--- src/rtl/mc_pkg.sv ---
// mc_pkg: shared definitions for the multi-cycle MIPS controller.
//   state_t  : 4-bit FSM state encoding (also exported as dbg_state)
//   OP_*/FN_*: opcode and R-type funct constants
//   ALU_*    : ALUControl encodings
package mc_pkg;

  typedef enum logic [3:0] {
    S_FETCH    = 4'd0,
    S_DECODE   = 4'd1,
    S_MEMADR   = 4'd2,
    S_MEMRD    = 4'd3,
    S_MEMWB    = 4'd4,
    S_MEMWR    = 4'd5,
    S_RTYPE_EX = 4'd6,
    S_RTYPE_WB = 4'd7,
    S_ORI_EX   = 4'd8,
    S_IMM_WB   = 4'd9,
    S_LUI_WB   = 4'd10,
    S_BRANCH   = 4'd11,
    S_JUMP     = 4'd12,
    S_JAL      = 4'd13,
    S_JR       = 4'd14,
    S_ILLEGAL  = 4'd15
  } state_t;

  localparam logic [5:0] OP_R   = 6'b000000;
  localparam logic [5:0] OP_LW  = 6'b100011;
  localparam logic [5:0] OP_SW  = 6'b101011;
  localparam logic [5:0] OP_BEQ = 6'b000100;
  localparam logic [5:0] OP_ORI = 6'b001101;
  localparam logic [5:0] OP_LUI = 6'b001111;
  localparam logic [5:0] OP_J   = 6'b000010;
  localparam logic [5:0] OP_JAL = 6'b000011;

  localparam logic [5:0] FN_ADDU = 6'b100001;
  localparam logic [5:0] FN_SUBU = 6'b100011;
  localparam logic [5:0] FN_JR   = 6'b001000;

  localparam logic [2:0] ALU_ADD = 3'b000;
  localparam logic [2:0] ALU_SUB = 3'b001;
  localparam logic [2:0] ALU_OR  = 3'b010;

endpackage

--- src/rtl/mc_decode.sv ---
// mc_decode: combinational instruction classifier used on the DECODE cycle.
//   op, funct : instruction fields from IR
//   nxt       : state to enter after DECODE (S_ILLEGAL for unsupported encodings)
module mc_decode
  import mc_pkg::*;
(
  input  logic [5:0] op,
  input  logic [5:0] funct,
  output state_t     nxt
);

  always_comb begin
    nxt = S_ILLEGAL;
    case (op)
      OP_LW, OP_SW: nxt = S_MEMADR;
      OP_R: begin
        case (funct)
          FN_ADDU, FN_SUBU: nxt = S_RTYPE_EX;
          FN_JR:            nxt = S_JR;
          default:          nxt = S_ILLEGAL;
        endcase
      end
      OP_ORI:  nxt = S_ORI_EX;
      OP_LUI:  nxt = S_LUI_WB;
      OP_BEQ:  nxt = S_BRANCH;
      OP_J:    nxt = S_JUMP;
      OP_JAL:  nxt = S_JAL;
      default: nxt = S_ILLEGAL;
    endcase
  end

endmodule

--- src/rtl/mc_ctrl.sv ---
// mc_ctrl: multi-cycle control FSM for a shared-memory MIPS datapath.
//   clk, reset (sync, active low), op/funct (IR fields), zero (ALU flag),
//   mem_ready (memory access completes this cycle).
//   Outputs: PC/IR/GRF/memory enables, datapath mux selects, ALUControl,
//   instr_done (last cycle of each instruction), illegal (sticky),
//   dbg_state (current state).
module mc_ctrl
  import mc_pkg::*;
#(
  parameter int MEM_HANDSHAKE = 1
) (
  input  logic       clk,
  input  logic       reset,
  input  logic [5:0] op,
  input  logic [5:0] funct,
  input  logic       zero,
  input  logic       mem_ready,
  output logic       PCWrite,
  output logic       PCWriteCond,
  output logic [1:0] PCSource,
  output logic       IorD,
  output logic       MemRead,
  output logic       MemWrite,
  output logic       IRWrite,
  output logic       RegWrite,
  output logic [1:0] RegDst,
  output logic [1:0] MemtoReg,
  output logic       ALUSrcA,
  output logic [1:0] ALUSrcB,
  output logic       ExtZero,
  output logic [2:0] ALUControl,
  output logic       instr_done,
  output logic       illegal,
  output logic [3:0] dbg_state
);

  state_t state, state_nxt, dec_nxt;
  logic   rdy, illegal_q;
  logic   pc_we, pc_we_cond, ir_we, reg_we, mem_rd, mem_wr, done;

  // zero is consumed by the datapath together with PCWriteCond.
  logic unused_zero;
  assign unused_zero = zero;

  assign rdy = (MEM_HANDSHAKE != 0) ? mem_ready : 1'b1;

  mc_decode u_decode (.op(op), .funct(funct), .nxt(dec_nxt));

  always_ff @(posedge clk) begin
    if (!reset) begin
      state     <= S_FETCH;
      illegal_q <= 1'b0;
    end else begin
      state <= state_nxt;
      if (state_nxt == S_ILLEGAL) illegal_q <= 1'b1;
    end
  end

  always_comb begin
    state_nxt  = state;
    pc_we      = 1'b0;
    pc_we_cond = 1'b0;
    ir_we      = 1'b0;
    reg_we     = 1'b0;
    mem_rd     = 1'b0;
    mem_wr     = 1'b0;
    done       = 1'b0;
    PCSource   = 2'b00;
    IorD       = 1'b0;
    RegDst     = 2'b00;
    MemtoReg   = 2'b00;
    ALUSrcA    = 1'b0;
    ALUSrcB    = 2'b00;
    ExtZero    = 1'b0;
    ALUControl = ALU_ADD;
    case (state)
      S_FETCH: begin
        mem_rd  = 1'b1;
        ALUSrcB = 2'b01;
        ir_we   = rdy;
        pc_we   = rdy;
        if (rdy) state_nxt = S_DECODE;
      end
      S_DECODE: begin
        ALUSrcB   = 2'b11;
        state_nxt = dec_nxt;
      end
      S_MEMADR: begin
        ALUSrcA   = 1'b1;
        ALUSrcB   = 2'b10;
        state_nxt = (op == OP_LW) ? S_MEMRD : S_MEMWR;
      end
      S_MEMRD: begin
        IorD   = 1'b1;
        mem_rd = 1'b1;
        if (rdy) state_nxt = S_MEMWB;
      end
      S_MEMWB: begin
        reg_we    = 1'b1;
        MemtoReg  = 2'b01;
        done      = 1'b1;
        state_nxt = S_FETCH;
      end
      S_MEMWR: begin
        IorD   = 1'b1;
        mem_wr = 1'b1;
        done   = rdy;
        if (rdy) state_nxt = S_FETCH;
      end
      S_RTYPE_EX: begin
        ALUSrcA    = 1'b1;
        ALUControl = (funct == FN_SUBU) ? ALU_SUB : ALU_ADD;
        state_nxt  = S_RTYPE_WB;
      end
      S_RTYPE_WB: begin
        reg_we    = 1'b1;
        RegDst    = 2'b01;
        done      = 1'b1;
        state_nxt = S_FETCH;
      end
      S_ORI_EX: begin
        ALUSrcA    = 1'b1;
        ALUSrcB    = 2'b10;
        ExtZero    = 1'b1;
        ALUControl = ALU_OR;
        state_nxt  = S_IMM_WB;
      end
      S_IMM_WB, S_LUI_WB: begin
        reg_we    = 1'b1;
        MemtoReg  = (state == S_LUI_WB) ? 2'b11 : 2'b00;
        done      = 1'b1;
        state_nxt = S_FETCH;
      end
      S_BRANCH: begin
        ALUSrcA    = 1'b1;
        ALUControl = ALU_SUB;
        pc_we_cond = 1'b1;
        PCSource   = 2'b01;
        done       = 1'b1;
        state_nxt  = S_FETCH;
      end
      S_JUMP, S_JAL: begin
        pc_we    = 1'b1;
        PCSource = 2'b10;
        done     = 1'b1;
        if (state == S_JAL) begin
          // PC already holds PC+4 from FETCH, so the link value is PC itself.
          reg_we   = 1'b1;
          RegDst   = 2'b10;
          MemtoReg = 2'b10;
        end
        state_nxt = S_FETCH;
      end
      S_JR: begin
        pc_we     = 1'b1;
        PCSource  = 2'b11;
        done      = 1'b1;
        state_nxt = S_FETCH;
      end
      default: state_nxt = S_ILLEGAL;  // S_ILLEGAL: locked until reset
    endcase
  end

  // Reset suppresses every side effect in the same cycle, so an aborted
  // instruction never commits a partial write or reports completion.
  assign PCWrite     = pc_we & reset;
  assign PCWriteCond = pc_we_cond & reset;
  assign IRWrite     = ir_we & reset;
  assign RegWrite    = reg_we & reset;
  assign MemRead     = mem_rd & reset;
  assign MemWrite    = mem_wr & reset;
  assign instr_done  = done & reset;
  assign illegal     = illegal_q;
  assign dbg_state   = state;

endmodule

--- config.mk ---
export PLATFORM = sky130hd
export DESIGN_NAME = mc_ctrl
export DESIGN_NICKNAME = d
export VERILOG_FILES = /design/src/rtl/mc_pkg.sv /design/src/rtl/mc_decode.sv /design/src/rtl/mc_ctrl.sv
export SDC_FILE = /design/constraint.sdc
export NUM_CORES = 1
export LEC_CHECK = 0
export CORE_MARGIN = 1.5
export CORE_UTILIZATION = 35
export DETAILED_ROUTE_END_ITERATION = 7
export GPL_ROUTABILITY_DRIVEN = 1
export GPL_TIMING_DRIVEN = 0
export PLACE_DENSITY = 0.75
export SETUP_SLACK_MARGIN = 0.02
export SYNTH_ARGS = -nofsm -noshare
export SYNTH_HDL_FRONTEND = slang
export SYNTH_SLANG_ARGS = --single-unit
export TNS_END_PERCENT = 5
--- constraint.sdc ---
create_clock -name clk -period 1.3 [get_ports clk]
set_input_delay 0.195 -clock clk [delete_from_list [all_inputs] [get_ports clk]]
set_output_delay 0.195 -clock clk [all_outputs]
set_load 0.1 [all_outputs]
Yosys cells after proc, flatten, opt, wreduce, memory -nomap -nowiden
Index checks and enable logic that the tools add are counted.
{"block": "totals", "register_bits": 5}
{"block": "classes", "muxes": 26, "eq_ne": 25, "n_bitwise": 7, "n_reduce_logical": 13}
{"op": "$eq 4x4->1 const B", "count": 8}
{"op": "$pmux 4 s8", "count": 1}
{"op": "$pmux 4 s7", "count": 1}
{"op": "$eq 6x6->1 const B", "count": 4}
{"op": "$pmux 2 s3", "count": 4}
{"op": "$eq 6x4->1 const B", "count": 3}
{"op": "$eq 4x3->1 const B", "count": 4}
{"op": "$reduce_or 2->1", "count": 7}
{"op": "$eq 6x2->1 const B", "count": 2}
{"op": "$mux 4", "count": 3}
{"op": "$mux 1", "count": 9}
{"op": "$eq 4x2->1 const B", "count": 2}
{"op": "$pmux 4 s2", "count": 1}
{"op": "$reduce_or 4->1", "count": 2}
{"op": "$reduce_or 8->1", "count": 1}
{"op": "$and 1x1->1", "count": 7}
{"op": "$eq 6x3->1 const B", "count": 1}
{"op": "$logic_not 6->1", "count": 1}
{"op": "$pmux 1 s2", "count": 3}
{"op": "$eq 4x1->1 const B", "count": 1}
{"op": "$logic_not 4->1", "count": 1}
{"op": "$mux 2", "count": 2}
{"op": "$pmux 2 s2", "count": 1}
{"op": "$mux 3", "count": 1}
{"op": "$reduce_or 3->1", "count": 1}

Longest topological paths before layout
Gate-level depths: netlist of run 1.
{"block": "logic_depth", "word_depth": 6, "mapped_depth": 6, "mapped_depth_nobuf": 5}

Modules after synthesis
A second synthesis of run 1 with hierarchy kept.
{"block": "hier_totals", "cells_unflattened": 127, "hier_area_um2": 874.6}
{"module": "mc_ctrl", "area_each_um2": 686.9, "cells_each": 97, "instances": 1}
{"module": "mc_decode", "area_each_um2": 187.7, "cells_each": 30, "instances": 1}

Worst setup path before layout of run 1
OpenSTA, ideal clock, no wires.
{"block": "synth_path", "kind": "register to output", "start": "register state[2] (netlist: dbg_state[2])", "end": "output port ALUControl[0]", "t_arrival_ps": 3875, "setup_slack_ps": -2770, "n_path_buf": 1, "stages_incl_launch_ff": 5, "cell_sequence": "dfxtp_1 -> buf_2 -> nor2b_1 -> nand4_1 -> a21boi_0"}
{"block": "synth_via", "elab_chain_len": 2}
{"item": "start, declared", "line_no": "mc_ctrl.sv:37", "text": "state_t state, state_nxt, dec_nxt;"}
{"item": "start signal, assigned", "line_no": "mc_ctrl.sv:54", "text": "state <= state_nxt;"}
{"item": "$eq 4x4->1 or $eq 4x3->1 (tied branches)", "line_no": "mc_ctrl.sv:76", "text": "case (state)"}
{"item": "$pmux 2 s3 (*)", "line_no": "mc_ctrl.sv:76"}
{"item": "end, declared", "line_no": "mc_ctrl.sv:31", "text": "output logic [2:0] ALUControl,"}
Every way passes the cells marked *; elsewhere a longest branch is shown, timed or not.

Final worst setup path of run 1
{"block": "layout_path", "start": "register state[1] (netlist: dbg_state[1])", "end": "output port instr_done"}
{"block": "layout_via", "elab_chain_len": 4}
{"item": "$eq 4x4->1 or $eq 4x3->1 (tied branches)", "line_no": "mc_ctrl.sv:76"}
{"item": "$reduce_or 8->1 (no source line)"}
{"item": "$pmux 1 s2 (*)", "line_no": "mc_ctrl.sv:76"}
{"item": "$and 1x1->1 (*)", "line_no": "mc_ctrl.sv:172", "text": "assign instr_done = done & reset;"}
{"item": "end, declared", "line_no": "mc_ctrl.sv:32", "text": "output logic instr_done,"}
Marks and branches as above.

==> results.py, run 1 <==
metrics = {
    "floorplan": {
        "core_sq_mm": 0.00219,
        "io_pins": 42,
        "fp.dieH_um": 51.0,
        "die-area_sq_mm": 0.00260,
        "die_w_um": 51.0,
        "initial_core_util_pct": 36.8,
        "num_rows": 17,
    },
    "power": {
        "power_frac_seq_pct": 5.9,
        "p_sw_share_pct": 59.8,
        "pwr_density_cell_mw_per_mm2": 2880,
        "p_int_mw": 2.21,
        "p_leak_nw": 0.796,
        "combPwrFrac_pct": 91.0,
        "p_sw_mw": 3.28,
        "ir_drop_mv": 3.58,
        "pwr-share-clk_pct": 3.1,
    },
    "synthesis": {
        "syn_avg_cell_area_sq_um": 6.40,
        "async_reset_ff_share_pct": 0,
        "synth_seq_cells": 5,
        "synth_flop_cell": "dfxtp_1",
        "synthTopCellsByCount": "nor2_1 (16), a21oi_1 (14), nand2_1 (9), nor3_1 (9), buf_2 (8)",
        "synth_top_area_share_pct": 12.4,
        "synth.distinct_cells": 38,
        "synth-xor-area-share_pct": 3.26,
        "synth_mux_area_share_pct": 2.64,
        "synth_area_leaders": "dfxtp_1 (12%), a21oi_1 (8.7%), nor2_1 (7.5%)",
        "synthAdderAreaFrac_pct": 0,
        "synth_top_family_by_area": "simple AND/OR/NAND/NOR gates",
        "yosys.area.top_type": "dfxtp_1",
        "ys_warn_count": 0,
        "synth.most_common_cell": "nor2_1",
        "syn_inst": 126,
        "syn_area_sq_um": 806,
        "synth_simple_gate_area_share_pct": 46.9,
        "synth_compound_area_share_pct": 26.1,
        "synth_edf_count": 0,
        "ys_seq_area_share_pct": 12.4,
        "syn-num-nets": 142,
    },
    "drt": {
        "postRouteAntennaNets": 0,
        "dr.pass1.iters": 4,
        "drc": 0,
        "drt_iter0_drc": 46,
        "via_per_inst": 5.87,
        "wl_per_cell_um": 18.9,
        "dr_total_vias": 1298,
        "routed_wl_um": 4180,
    },
    "layout": {
        "drive_gt1_share_pct": 54.9,
        "fin_nets": 210,
        "synthToLayoutAreaGrowth_pct": 136,
        "num_antenna_cells": 0,
    },
    "setup_path": {
        "cp_slowest_cell": "dfxtp_4",
        "r2r_cells": 7,
        "arrival_ps": 1690,
        "cp.required_ps": 1110,
        "rrSetupSlack_ps": -360,
        "worst_setup_path_start_kind": "flop",
        "cp_max_fo": 8,
        "r2r-end": "illegal",
        "worstPathCellList": "buf_8 -> nor2_1 -> or3_4 -> o31a_1 -> nor3_4 -> buf_12",
        "regToRegStartpoint": "dbg_state[0]",
        "path_class": "flop to output port",
        "cp_slowest_stage_delay_ps": 360,
        "worst_setup_path_end_kind": "output port",
    },
    "global_route": {
        "grt_pass1_vias": 1189,
        "grt_pass1_wl_um": 5200,
        "global_route.usage.met2_pct": 47.8,
        "grt_overflow": 0,
        "grt_usage_pct": 25.7,
        "grtUsageMet3_pct": 2.92,
        "grt_max_degree": 11,
        "grt.busiest_layer": "met2",
        "antenna_found_initial": 0,
        "use_met1_pct": 30.1,
    },
    "timing": {
        "timing.final.crit_share_pct": 145,
        "max_freq_ghz": 0.530,
        "fin_setup_tns_ps": -9340,
        "maxSlewViolCount": 0,
        "grt_setup_unrepaired": "yes",
        "finClkSkew_ps": 1.40,
        "hold_viol_final": 0,
        "worstMarginPinSlew_ps": 953,
        "setup_viol": 26,
        "relSlewSlack_pct": 36.7,
        "period_needed_ps": 1890,
        "setup_ws_ps": -585,
    },
    "status": {
        "violations": "negative setup slack",
        "outcome": "complete, but fails checks",
    },
    "place": {
        "gp_congestion": 0.844,
        "dp_hpwl_um": 2080,
        "io_buffers": 39,
        "place_ws_ps": -1410,
    },
    "clock_tree": {
        "cts_buffers": 3,
        "clk_path_buf_depth": 2,
        "cts_tree": "done",
        "clk_pin_slew_ps": 40,
        "postCtsHoldBufs": 0,
        "cts.sinks": 5,
        "root_buffer": "clkbuf_4",
        "htreeDepth": 1,
        "clock_latency_ps": 230,
    },
    "worst_hold_path": {
        "hold_path_end": "illegal",
        "worstHoldPathType": "flop to flop",
        "min_from": "illegal",
        "whs_path_depth": 2,
    },
    "job": {
        "drv_cap": 0,
    },
}
-- flip-flops by register name (all words and copies together) (netlist names) --
| signal | count |
|---|---|
| dbg_state | 4 |
| illegal | 1 |
-- logic make-up (layout without fill, tap and decap cells) --
kind of cell | after synthesis | after routing
other | 1 | 1
multiplexers | 2 | 2
buffers and inverters | 14 | 81
flip-flops | 5 | 5
XOR/XNOR | 3 | 3
AO/OA/AOI/OAI | 33 | 33
AND/OR/NAND/NOR | 68 | 68
-- stage by stage --
step / power (mW) / hold slack, ps / util, % / instances / area (sq um)
4_1_cts: 4.82 / 465 / 78.4 / 210 / 1720
2_1_floorplan: 3.22 / 308 / - / 126 / 955
5_1_grt: 5.65 / 501 / 86.9 / 221 / 1900
6_report: 5.49 / 460 / 86.9 / 221 / 1900
3_5_place_dp: 3.87 / 456 / 63.0 / 193 / 1380
3_3_place_gp: 3.85 / 444 / 63.0 / 193 / 1380
-- per-layer routing --
metal	wire, um	part of all wire, %
met5	0	0
met4	123	2.9
met3	296	7.1
met2	2080	50
met1	1680	40
-- worst max path at each step --
stage | from | end | slack (ps) | cells past startpoint
3_3_place_gp | dbg_state[2] | RegWrite | -1400 | 6
3_5_place_dp | dbg_state[2] | RegWrite | -1410 | 6
4_1_cts | dbg_state[2] | instr_done | -530 | 6
6_report | dbg_state[1] | instr_done | -590 | 6
2_1_floorplan | dbg_state[0] | instr_done | -1030 | 5
5_1_grt | dbg_state[1] | instr_done | -640 | 6
-- placed cells by master, fill, tap and decap left out, types with 2 or more instances in the layout --
cell type,Yosys,final
buf_4,1,24
buf_12,0,17
nor2_1,16,10
buf_8,0,9
a21oi_1,14,9
nand2_1,9,8
dlygate4sd2_1,0,8
clkdlybuf4s50_1,0,7
nand2b_1,5,5
nor2_2,0,4
nor3_4,0,4
dfxtp_4,0,4
and3_1,4,3
nor2b_4,0,3
inv_1,5,3
nand3b_1,3,3
nor3_2,0,3
a21oi_2,0,3
o21ai_0,6,3
clkbuf_4,0,3
buf_2,8,3
buf_6,0,2
xor2_1,2,2
a21oi_4,0,2
nor2b_2,0,2
nor2_4,0,2
or3_4,1,2
o31a_1,2,2
or3_1,3,2
nor3_1,9,2
o21ai_1,0,2
o31ai_1,2,2
and2_1,2,2
-- timing repair --
action,in CTS,in global routing
pin swaps,9,6
cloned,0,1
setup endpoints to repair,30,27
gates resized for setup,220,25
buffers inserted,13,11
-- worst max-delay path: cells and delay by family (launching register included) --
kind / cells / cell delay [ps]
AO/OA/AOI/OAI: 1 / 130
flip-flops: 1 / 360
AND/OR/NAND/NOR: 3 / 620
buffers and inverters: 2 / 330
-- layout make-up --
cell class | count | area, sq um
clock buffers | 4 | 26.3
inverters | 5 | 22.5
repair buffers | 64 | 749
fillers | 105 | 288
multi-input cells | 107 | 841
plain buffers | 8 | 114
flip-flops and latches | 5 | 115
well taps | 28 | 35.0
-- power groups by stage --
stage / clock network [mW] / registers [mW] / logic (mW)
2_1_floorplan: 0 / 0.651 / 2.57
3_3_place_gp: 0 / 0.284 / 3.57
3_5_place_dp: 0 / 0.284 / 3.58
4_1_cts: 0.180 / 0.289 / 4.35
5_1_grt: 0.181 / 0.330 / 5.14
6_report: 0.170 / 0.324 / 5.00
Power figures use the tool's default switching activity.
==> run 2: changes to the inputs <==
CTS_BUF_LIST = sky130_fd_sc_hd__clkbuf_8 sky130_fd_sc_hd__clkbuf_16   (was not set)
==> results.py, run 2 (synthesis results as in run 1) <==
metrics = {
    "status": {
        "outcome": "complete, but fails checks",
        "violations": "negative setup slack",
    },
    "place": {
        "place_ws_ps": -1410,
        "dp_hpwl_um": 2080,
        "place_area_sq_mm": 0.00138,
        "io_buffers": 39,
        "gp_congestion": 0.844,
    },
    "layout": {
        "final_common_cell": "buf_4",
        "synthToLayoutAreaGrowth_pct": 139,
        "largest_register_ffs": 4,
        "fin_nets": 210,
        "layout_common_cells": "buf_4 (24), buf_12 (17), buf_8 (10), a21oi_1 (10), nor2_1 (9)",
        "num_antenna_cells": 0,
        "drive_gt1_share_pct": 54.9,
        "stdcell_area_sq_mm": 0.00192,
    },
    "setup_path": {
        "rrSetupSlack_ps": -370,
        "regToRegStartpoint": "dbg_state[0]",
        "r2r-end": "illegal",
        "worstSetupStartpoint": "dbg_state[1]",
        "cp.required_ps": 1110,
        "r2r_cells": 6,
        "worst_setup_path_end_kind": "output port",
        "arrival_ps": 1660,
        "worst_setup_path_start_kind": "flop",
        "cp_max_fo": 8,
        "path_class": "flop to output port",
        "cp-endpoint": "instr_done",
    },
    "clock_tree": {
        "cts.sinks": 5,
        "htreeDepth": 1,
        "clk_pin_slew_ps": 30,
        "clock_latency_ps": 220,
        "root_buffer": "clkbuf_8",
        "postCtsHoldBufs": 0,
        "cts_buffers": 3,
        "clk_path_buf_depth": 2,
        "cts_tree": "done",
    },
    "power": {
        "p_sw_share_pct": 59.0,
        "p_leak_nw": 0.811,
        "ir_drop_mv": 2.93,
        "combPwrFrac_pct": 89.3,
        "p_sw_mw": 3.31,
        "p_int_mw": 2.31,
        "pwr_density_cell_mw_per_mm2": 2920,
        "pwr-share-clk_pct": 5.0,
        "power_frac_seq_pct": 5.7,
    },
    "floorplan": {
        "core_sq_mm": 0.00219,
        "die_w_um": 51.0,
        "die-area_sq_mm": 0.00260,
        "num_rows": 17,
        "fp.dieH_um": 51.0,
        "initial_core_util_pct": 36.8,
        "io_pins": 42,
    },
    "worst_hold_path": {
        "worstHoldPathType": "flop to flop",
    },
    "timing": {
        "whs_ps": 456,
        "relSlewSlack_pct": 36.7,
        "hold_viol_final": 0,
        "period_needed_ps": 1860,
        "setup_viol": 26,
        "timing.final.crit_share_pct": 143,
        "setup_ws_ps": -556,
        "finClkSkew_ps": 1.24,
        "fin_setup_tns_ps": -9100,
        "max_freq_ghz": 0.539,
        "maxSlewViolCount": 0,
        "worstMarginPinSlew_ps": 953,
        "grt_setup_unrepaired": "yes",
    },
    "drt": {
        "routed_wl_um": 4180,
        "wl_per_cell_um": 18.9,
        "postRouteAntennaNets": 0,
        "via_per_inst": 5.99,
        "drt_iter0_drc": 64,
        "dr_total_vias": 1323,
        "drc": 0,
        "dr.pass1.iters": 4,
    },
    "global_route": {
        "antenna_found_initial": 0,
        "grt_overflow": 0,
        "grt_max_degree": 11,
        "grt_pass1_vias": 1194,
        "grt_usage_pct": 26.3,
        "grt_pass1_wl_um": 5260,
    },
    "job": {
        "drv_cap": 0,
    },
}
[run 2: area by class of cell]
cell class / count / area (sq um)
inverter: 5 / 22.5
buffer: 8 / 114
clock buffer: 3 / 41.3
fill: 106 / 267
timing repair buffer: 64 / 753
tap: 28 / 35.0
clock inverter: 1 / 3.75
sequential: 5 / 115
multi-input combinational: 107 / 840
[run 2: repair_timing]
action,4_1_cts,5_1_grt
pin swaps,9,8
gates resized for setup,221,25
gates cloned,0,1
setup buffers,13,11
endpoints found under the setup margin,30,27
[run 2: stage by stage]
stage / std cells / utilization (%) / power, mW
6_report: 221 / 87.8 / 5.62
5_1_grt: 221 / 87.8 / 5.77
4_1_cts: 210 / 79.3 / 4.93
3_5_place_dp: 193 / 63.0 / 3.87
3_3_place_gp: 193 / 63.0 / 3.85
2_1_floorplan: 126 / - / 3.22
[run 2: worst max-delay path, cell delays in order (launching register included)]
cell and delay [ps]:
dfxtp_4 360, buf_8 130, nor2_2 50, or3_4 320, o31a_1 130, nor3_4 240, buf_12 200
[run 2: worst min-delay path by stage]
stage / start / endpoint / slack, ps / depth (start not counted)
4_1_cts: illegal / illegal / 460 / 2
2_1_floorplan: reset / illegal / 310 / 2
3_5_place_dp: illegal / illegal / 460 / 2
6_report: illegal / illegal / 460 / 2
3_3_place_gp: illegal / illegal / 440 / 2
5_1_grt: illegal / illegal / 500 / 2
[run 2: routing by layer]
metal	up-vias	share of wire, %	GRT usage [%]
met5	-	0	0
met4	0	3.2	11.3
met3	13	6.8	3.22
met2	77	51	48.5
met1	646	39	30.1
li1	587	-	-
[run 2: power groups by stage]
stage	combinational [mW]	clock [mW]	sequential, mW
floorplan	2.57	0	0.651
global placement	3.57	0	0.284
detailed placement	3.58	0	0.284
CTS	4.35	0.287	0.289
global route	5.15	0.289	0.331
finish	5.02	0.279	0.321
